**src/rtl/ext_interleaver.sv**
```systemverilog
// Extrinsic-LLR interleaver buffer: captures K saturated LLRs, then replays them
// in QPP-interleaved (mode 0) or QPP-deinterleaved (mode 1) order.
module ext_interleaver #(
  parameter int unsigned K     = 16,
  parameter int unsigned IN_W  = 10,
  parameter int unsigned OUT_W = 7,
  parameter int unsigned F1    = 1,
  parameter int unsigned F2    = 4
) (
  input  logic             clk_i,
  input  logic             rst_n_i,
  input  logic             mode_i,
  input  logic             in_valid_i,
  output logic             in_ready_o,
  input  logic [IN_W-1:0]  in_data_i,
  output logic             out_valid_o,
  input  logic             out_ready_i,
  output logic [OUT_W-1:0] out_data_o,
  output logic             out_last_o,
  output logic             sat_o,
  output logic             done_o
);

  localparam int unsigned AW = (K > 1) ? $clog2(K) : 1;
  localparam int unsigned CW = $clog2(K + 1);
  localparam int unsigned G0 = (F1 + F2) % K;
  localparam int unsigned G2 = (2 * F2) % K;

  typedef enum logic [1:0] {S_IDLE, S_WRITE, S_READ} state_e;

  state_e             state_q, state_d;
  logic [CW-1:0]      cnt_q, cnt_d;
  logic [AW-1:0]      pi_q, pi_d;
  logic [AW-1:0]      g_q, g_d;
  logic               mode_q, mode_d;
  logic               sat_q, sat_d;
  logic               in_ready_q, in_ready_d;
  logic               out_valid_q, out_valid_d;
  logic [OUT_W-1:0]   out_data_q, out_data_d;
  logic               out_last_q, out_last_d;
  logic               done_q, done_d;

  logic [OUT_W-1:0]   mem_q [K];

  logic               over_c, under_c, clamp_c;
  logic [OUT_W-1:0]   sat_val_c;
  logic               we_c;
  logic [AW-1:0]      waddr_c, raddr_c;
  logic               wmode_c, load_c, out_hs_c;

  // Single conditional subtract keeps a + b inside [0, K)
  function automatic logic [AW-1:0] mod_add(input logic [AW-1:0] a, input logic [AW-1:0] b);
    logic [AW:0] s;
    s = {1'b0, a} + {1'b0, b};
    if (s >= (AW+1)'(K)) s = s - (AW+1)'(K);
    return s[AW-1:0];
  endfunction

  // Clamp the wide input LLR into the OUT_W-bit signed range
  always_comb begin
    over_c  = !in_data_i[IN_W-1] && (|in_data_i[IN_W-2:OUT_W-1]);
    under_c = in_data_i[IN_W-1] && !(&in_data_i[IN_W-2:OUT_W-1]);
    clamp_c = over_c || under_c;
    if (over_c)       sat_val_c = {1'b0, {(OUT_W-1){1'b1}}};
    else if (under_c) sat_val_c = {1'b1, {(OUT_W-1){1'b0}}};
    else              sat_val_c = in_data_i[OUT_W-1:0];
  end

  always_comb begin
    state_d     = state_q;
    cnt_d       = cnt_q;
    pi_d        = pi_q;
    g_d         = g_q;
    mode_d      = mode_q;
    sat_d       = sat_q;
    out_valid_d = out_valid_q;
    out_data_d  = out_data_q;
    out_last_d  = out_last_q;
    done_d      = 1'b0;
    we_c        = 1'b0;
    wmode_c     = (state_q == S_IDLE) ? mode_i : mode_q;
    waddr_c     = wmode_c ? pi_q : cnt_q[AW-1:0];
    raddr_c     = mode_q ? cnt_q[AW-1:0] : pi_q;
    out_hs_c    = out_valid_q && out_ready_i;
    load_c      = 1'b0;

    case (state_q)
      S_IDLE, S_WRITE: begin
        if (in_valid_i) begin
          we_c  = 1'b1;
          cnt_d = cnt_q + CW'(1);
          pi_d  = mod_add(pi_q, g_q);
          g_d   = mod_add(g_q, AW'(G2));
          if (state_q == S_IDLE) begin
            mode_d = mode_i;
            sat_d  = clamp_c;
          end else begin
            sat_d  = sat_q | clamp_c;
          end
          state_d = S_WRITE;
          // Last entry written: rewind the address generator for replay
          if (cnt_q == CW'(K - 1)) begin
            state_d = S_READ;
            cnt_d   = '0;
            pi_d    = '0;
            g_d     = AW'(G0);
          end
        end
      end
      S_READ: begin
        load_c = (cnt_q < CW'(K)) && (!out_valid_q || out_ready_i);
        if (load_c) begin
          out_valid_d = 1'b1;
          out_data_d  = mem_q[raddr_c];
          out_last_d  = (cnt_q == CW'(K - 1));
          cnt_d       = cnt_q + CW'(1);
          pi_d        = mod_add(pi_q, g_q);
          g_d         = mod_add(g_q, AW'(G2));
        end else if (out_hs_c) begin
          out_valid_d = 1'b0;
          out_last_d  = 1'b0;
        end
        if (out_hs_c && out_last_q) begin
          state_d     = S_IDLE;
          done_d      = 1'b1;
          out_valid_d = 1'b0;
          out_last_d  = 1'b0;
          cnt_d       = '0;
          pi_d        = '0;
          g_d         = AW'(G0);
        end
      end
      default: state_d = S_IDLE;
    endcase

    in_ready_d = (state_d != S_READ);
  end

  always_ff @(posedge clk_i or negedge rst_n_i) begin
    if (!rst_n_i) begin
      state_q     <= S_IDLE;
      cnt_q       <= '0;
      pi_q        <= '0;
      g_q         <= AW'(G0);
      mode_q      <= 1'b0;
      sat_q       <= 1'b0;
      in_ready_q  <= 1'b1;
      out_valid_q <= 1'b0;
      out_data_q  <= '0;
      out_last_q  <= 1'b0;
      done_q      <= 1'b0;
    end else begin
      state_q     <= state_d;
      cnt_q       <= cnt_d;
      pi_q        <= pi_d;
      g_q         <= g_d;
      mode_q      <= mode_d;
      sat_q       <= sat_d;
      in_ready_q  <= in_ready_d;
      out_valid_q <= out_valid_d;
      out_data_q  <= out_data_d;
      out_last_q  <= out_last_d;
      done_q      <= done_d;
    end
  end

  // Block storage carries no reset; every entry is rewritten before it is read
  always_ff @(posedge clk_i) begin
    if (we_c) mem_q[waddr_c] <= sat_val_c;
  end

  assign in_ready_o  = in_ready_q;
  assign out_valid_o = out_valid_q;
  assign out_data_o  = out_data_q;
  assign out_last_o  = out_last_q;
  assign sat_o       = sat_q;
  assign done_o      = done_q;

endmodule

```
**config.mk**
```make
export PLATFORM = sky130hd
export DESIGN_NAME = ext_interleaver
export DESIGN_NICKNAME = d
export VERILOG_FILES = /design/src/rtl/ext_interleaver.sv
export SDC_FILE = /design/constraint.sdc
export NUM_CORES = 1
export LEC_CHECK = 0
export ABC_AREA = 1
export CAP_MARGIN = 40
export CORE_MARGIN = 8
export CORE_UTILIZATION = 35
export DETAILED_ROUTE_END_ITERATION = 6
export GPL_TIMING_DRIVEN = 1
export PLACE_DENSITY_LB_ADDON = 0.25
export SETUP_SLACK_MARGIN = 0.15
export SKIP_LAST_GASP = 1
export SLEW_MARGIN = 0
export SYNTH_ARGS = -nofsm -noshare
export SYNTH_HDL_FRONTEND = slang
export SYNTH_SLANG_ARGS = --single-unit
```
**constraint.sdc**
```tcl
create_clock -name clk_i -period 3.4 [get_ports clk_i]
set_input_delay 0.51 -clock clk_i [delete_from_list [all_inputs] [get_ports clk_i]]
set_output_delay 0.51 -clock clk_i [all_outputs]
set_load 0.05 [all_outputs]
```
==> flow_summary.yaml <==
floorplan:
  coreArea_um2: 18000
  io_pins: 27
  die_x_um: 152
  fp.dieH_um: 152
  die-area_um2: 23100
  start_util_pct: 35.9
  rows: 49
power:
  power_density_nw_per_um2: 956
  p_leak_nw: 3.23
  vdd_drop_max_uv: 438
sta:
  worstMarginPinSlew_ns: 0.826
  slew_headroom_pct: 44.8
  slew_violations: 0
  hold_violations: 0
  period_needed_ns: 2.57
  final.period_utilization_pct: 75.7
  setup_viol_count_final: 0
  fin_skew_ns: 0.0133
  rsz0062_at_grt: "false"
  tns_ns: 0
  holdWs_ns: 0.473
  fmax_mhz: 388
layout:
  layout-drive-gt1-share_pct: 8.66
  seqCellArea_um2: 4020
  multiInputGateArea_um2: 1820
  nFillCells: 1760
  syn_to_final_growth_pct: 16.1
  diodes: 0
  instances_no_fill: 933
  final_nets: 714
  final_util_pct: 41.7
outcome:
  status: "finished clean"
cts:
  htree_num_levels: 4
  cts_buffer_depth: 2
  cts_sinks: 138
  clk_pin_slew_ns: 0.06
  clock_latency_ns: 0.42
  cts_buffers: 17
  root_buffer: "clkbuf_16"
  cts_tree: "yes"
  cts-resized-gates: 0
  postCtsHoldBufs: 0
  postCtsSetupBuffers: 0
min_path:
  hold_path_class: "in -> async"
placement:
  dp.cells: 903
  dp_hpwl_mm: 10.5
  place_congestion: 0.815
  io_buffers: 26
critical_path:
  crit_path_frequent_cell: "nor2_1"
  worst-path-max-fanout: 12
  critPathSlowestCell: "dfrtp_1"
  cp.arrival_ns: 2.62
  crit_buf_inv: 1
  setup.worst_path.start_class: "flip-flop"
  crit_chain: "inv_2 > nor2_1 > a21oi_2 > nand2_1 > o21ai_1 > nand3_1 > nor2_1"
  critPathKind: "reg -> reg"
  cp_slowest_stage_delay_ns: 0.59
  end_kind: "flip-flop"
  cpLargestDelayFamily: "simple AND/OR/NAND/NOR gates"
  crit_required_ns: 3.44
synthesis:
  synth_seq_area_share_pct: 62.1
  ys_types: 29
  yosys.area.top_type: "edfxtp_1"
  synth.avg_cell_area_um2: 9.75
  synth-seq-cells: 138
  yosys-top-cells-area: "edfxtp_1 (52%), nand3_1 (11%), dfrtp_1 (9.3%), nand2_1 (7.9%), inv_1 (7.1%)"
  synth_fp_nets: 684
  async_reset_ff_share_pct: 18.8
  yosys.area.top_type_share_pct: 52.0
  synthCells: 663
  ys.flop_type: "edfxtp_1"
  synth_common_cells: "nand3_1 (145), nand2_1 (136), inv_1 (123)"
  synthesis.area_um2: 6470
  synth_most_common_cell: "nand3_1"
  synth_edf_count: 112
  yosys_warnings: 0
global_routing:
  overflow: 0
  antenna_found_initial: 0
  grt_pass1_vias: 4527
  grt_max_degree: 43
  grt_pass1_wl_mm: 24.1
  grt_usage_pct: 13.2
route:
  num_vias: 4560
  via_per_inst: 4.89
  drtIter0Drc: 283
  drt_wl_total_mm: 15.1
  drc: 0
  final_antenna_net_count: 0
  wl_per_cell_um: 16.2
  first_pass_iters: 5
run:
  maxCapViolations: 0
-- sequential cells by signal, summed over array words and instances (netlist names) --
signal,cells
state_q,2
cnt_q,5
in_ready_o,1
pi_q,4
out_last_o,1
out_data_o,7
sat_o,1
out_valid_o,1
mode_q,1
mem_q,112
done_o,1
g_q,2
-- worst paths after layout --
check                      slack [ns]  depth (start not counted)             to  startpoint
min in group clk_i               0.48                          2         g_q[0]      g_q[0]
setup / recovery                 0.83                          7   mem_q[13][0]      mode_q
hold / removal                   0.47                          2  out_data_o[6]     rst_n_i
max in group asynchronous        2.62                          2         g_q[0]     rst_n_i
hold reg to reg                  0.48                          2         g_q[0]      g_q[0]
setup reg to reg                 0.83                          7   mem_q[13][0]      mode_q
-- per-layer routing --
metal / GRT usage [%] / part of all wire [%] / up-vias / wire length (um)
met4: 6.32 / 2.6 / 0 / 386
met3: 2.82 / 4.0 / 23 / 602
met5: 0 / 0 / - / 0
met2: 21.5 / 48 / 118 / 7250
met1: 16.5 / 45 / 2186 / 6830
li1: - / - / 2233 / -
-- cell families after synthesis --
| kind of cell | Yosys count | share of synthesized area, % |
|---|---|---|
| simple gates | 332 | 23.4 |
| xor+xnor | 3 | 0.406 |
| flops | 138 | 62.1 |
| fa+ha+maj | 6 | 1.16 |
| compound gates | 32 | 3.25 |
| buf+inv | 152 | 9.69 |
-- placed cells by master (no fill, tap or decap), types with 3 or more instances in the layout --
cell,count
clkdlybuf4s50_1,26
o21ai_2,3
a21oi_1,6
nand2_2,7
nand3b_1,14
o21ai_0,12
dfrtp_1,24
inv_2,6
nand2_1,136
o21ai_1,3
ha_1,6
inv_1,123
edfxtp_1,112
nand3_1,145
buf_4,8
nor2_1,26
bufinv_16,3
clkbuf_16,17
-- power breakdown --
group | total, mW | switching [mW] | internal [mW] | leakage, nW
registers | 2.38 | 0.187 | 2.19 | 1.33
logic | 3.00 | 2.12 | 0.882 | 1.62
clock network | 1.81 | 0.665 | 1.14 | 0.278
total | 7.18 | 2.97 | 4.21 | 3.23
-- metrics by stage --
stage / instance area [um2] / worst slack, ns / total power, mW
floorplan: 6470 / 1.47 / 4.56
global placement: 6930 / 0.674 / 5.37
detailed placement: 6930 / 0.643 / 5.40
CTS: 7510 / 0.806 / 7.22
global route: 7510 / 0.611 / 7.64
finish: 7510 / 0.825 / 7.18
-- cell type report --
| type | instances | area share (%) |
|---|---|---|
| Timing Repair Buffer | 34 | 4.27 |
| Tap cell | 229 | 3.82 |
| Clock buffer | 18 | 5.71 |
| Sequential cell | 138 | 53.5 |
| Clock inverter | 12 | 1.98 |
| Multi-Input combinational cell | 373 | 24.3 |
| Inverter | 129 | 6.45 |
Power figures use the tool's default switching activity.
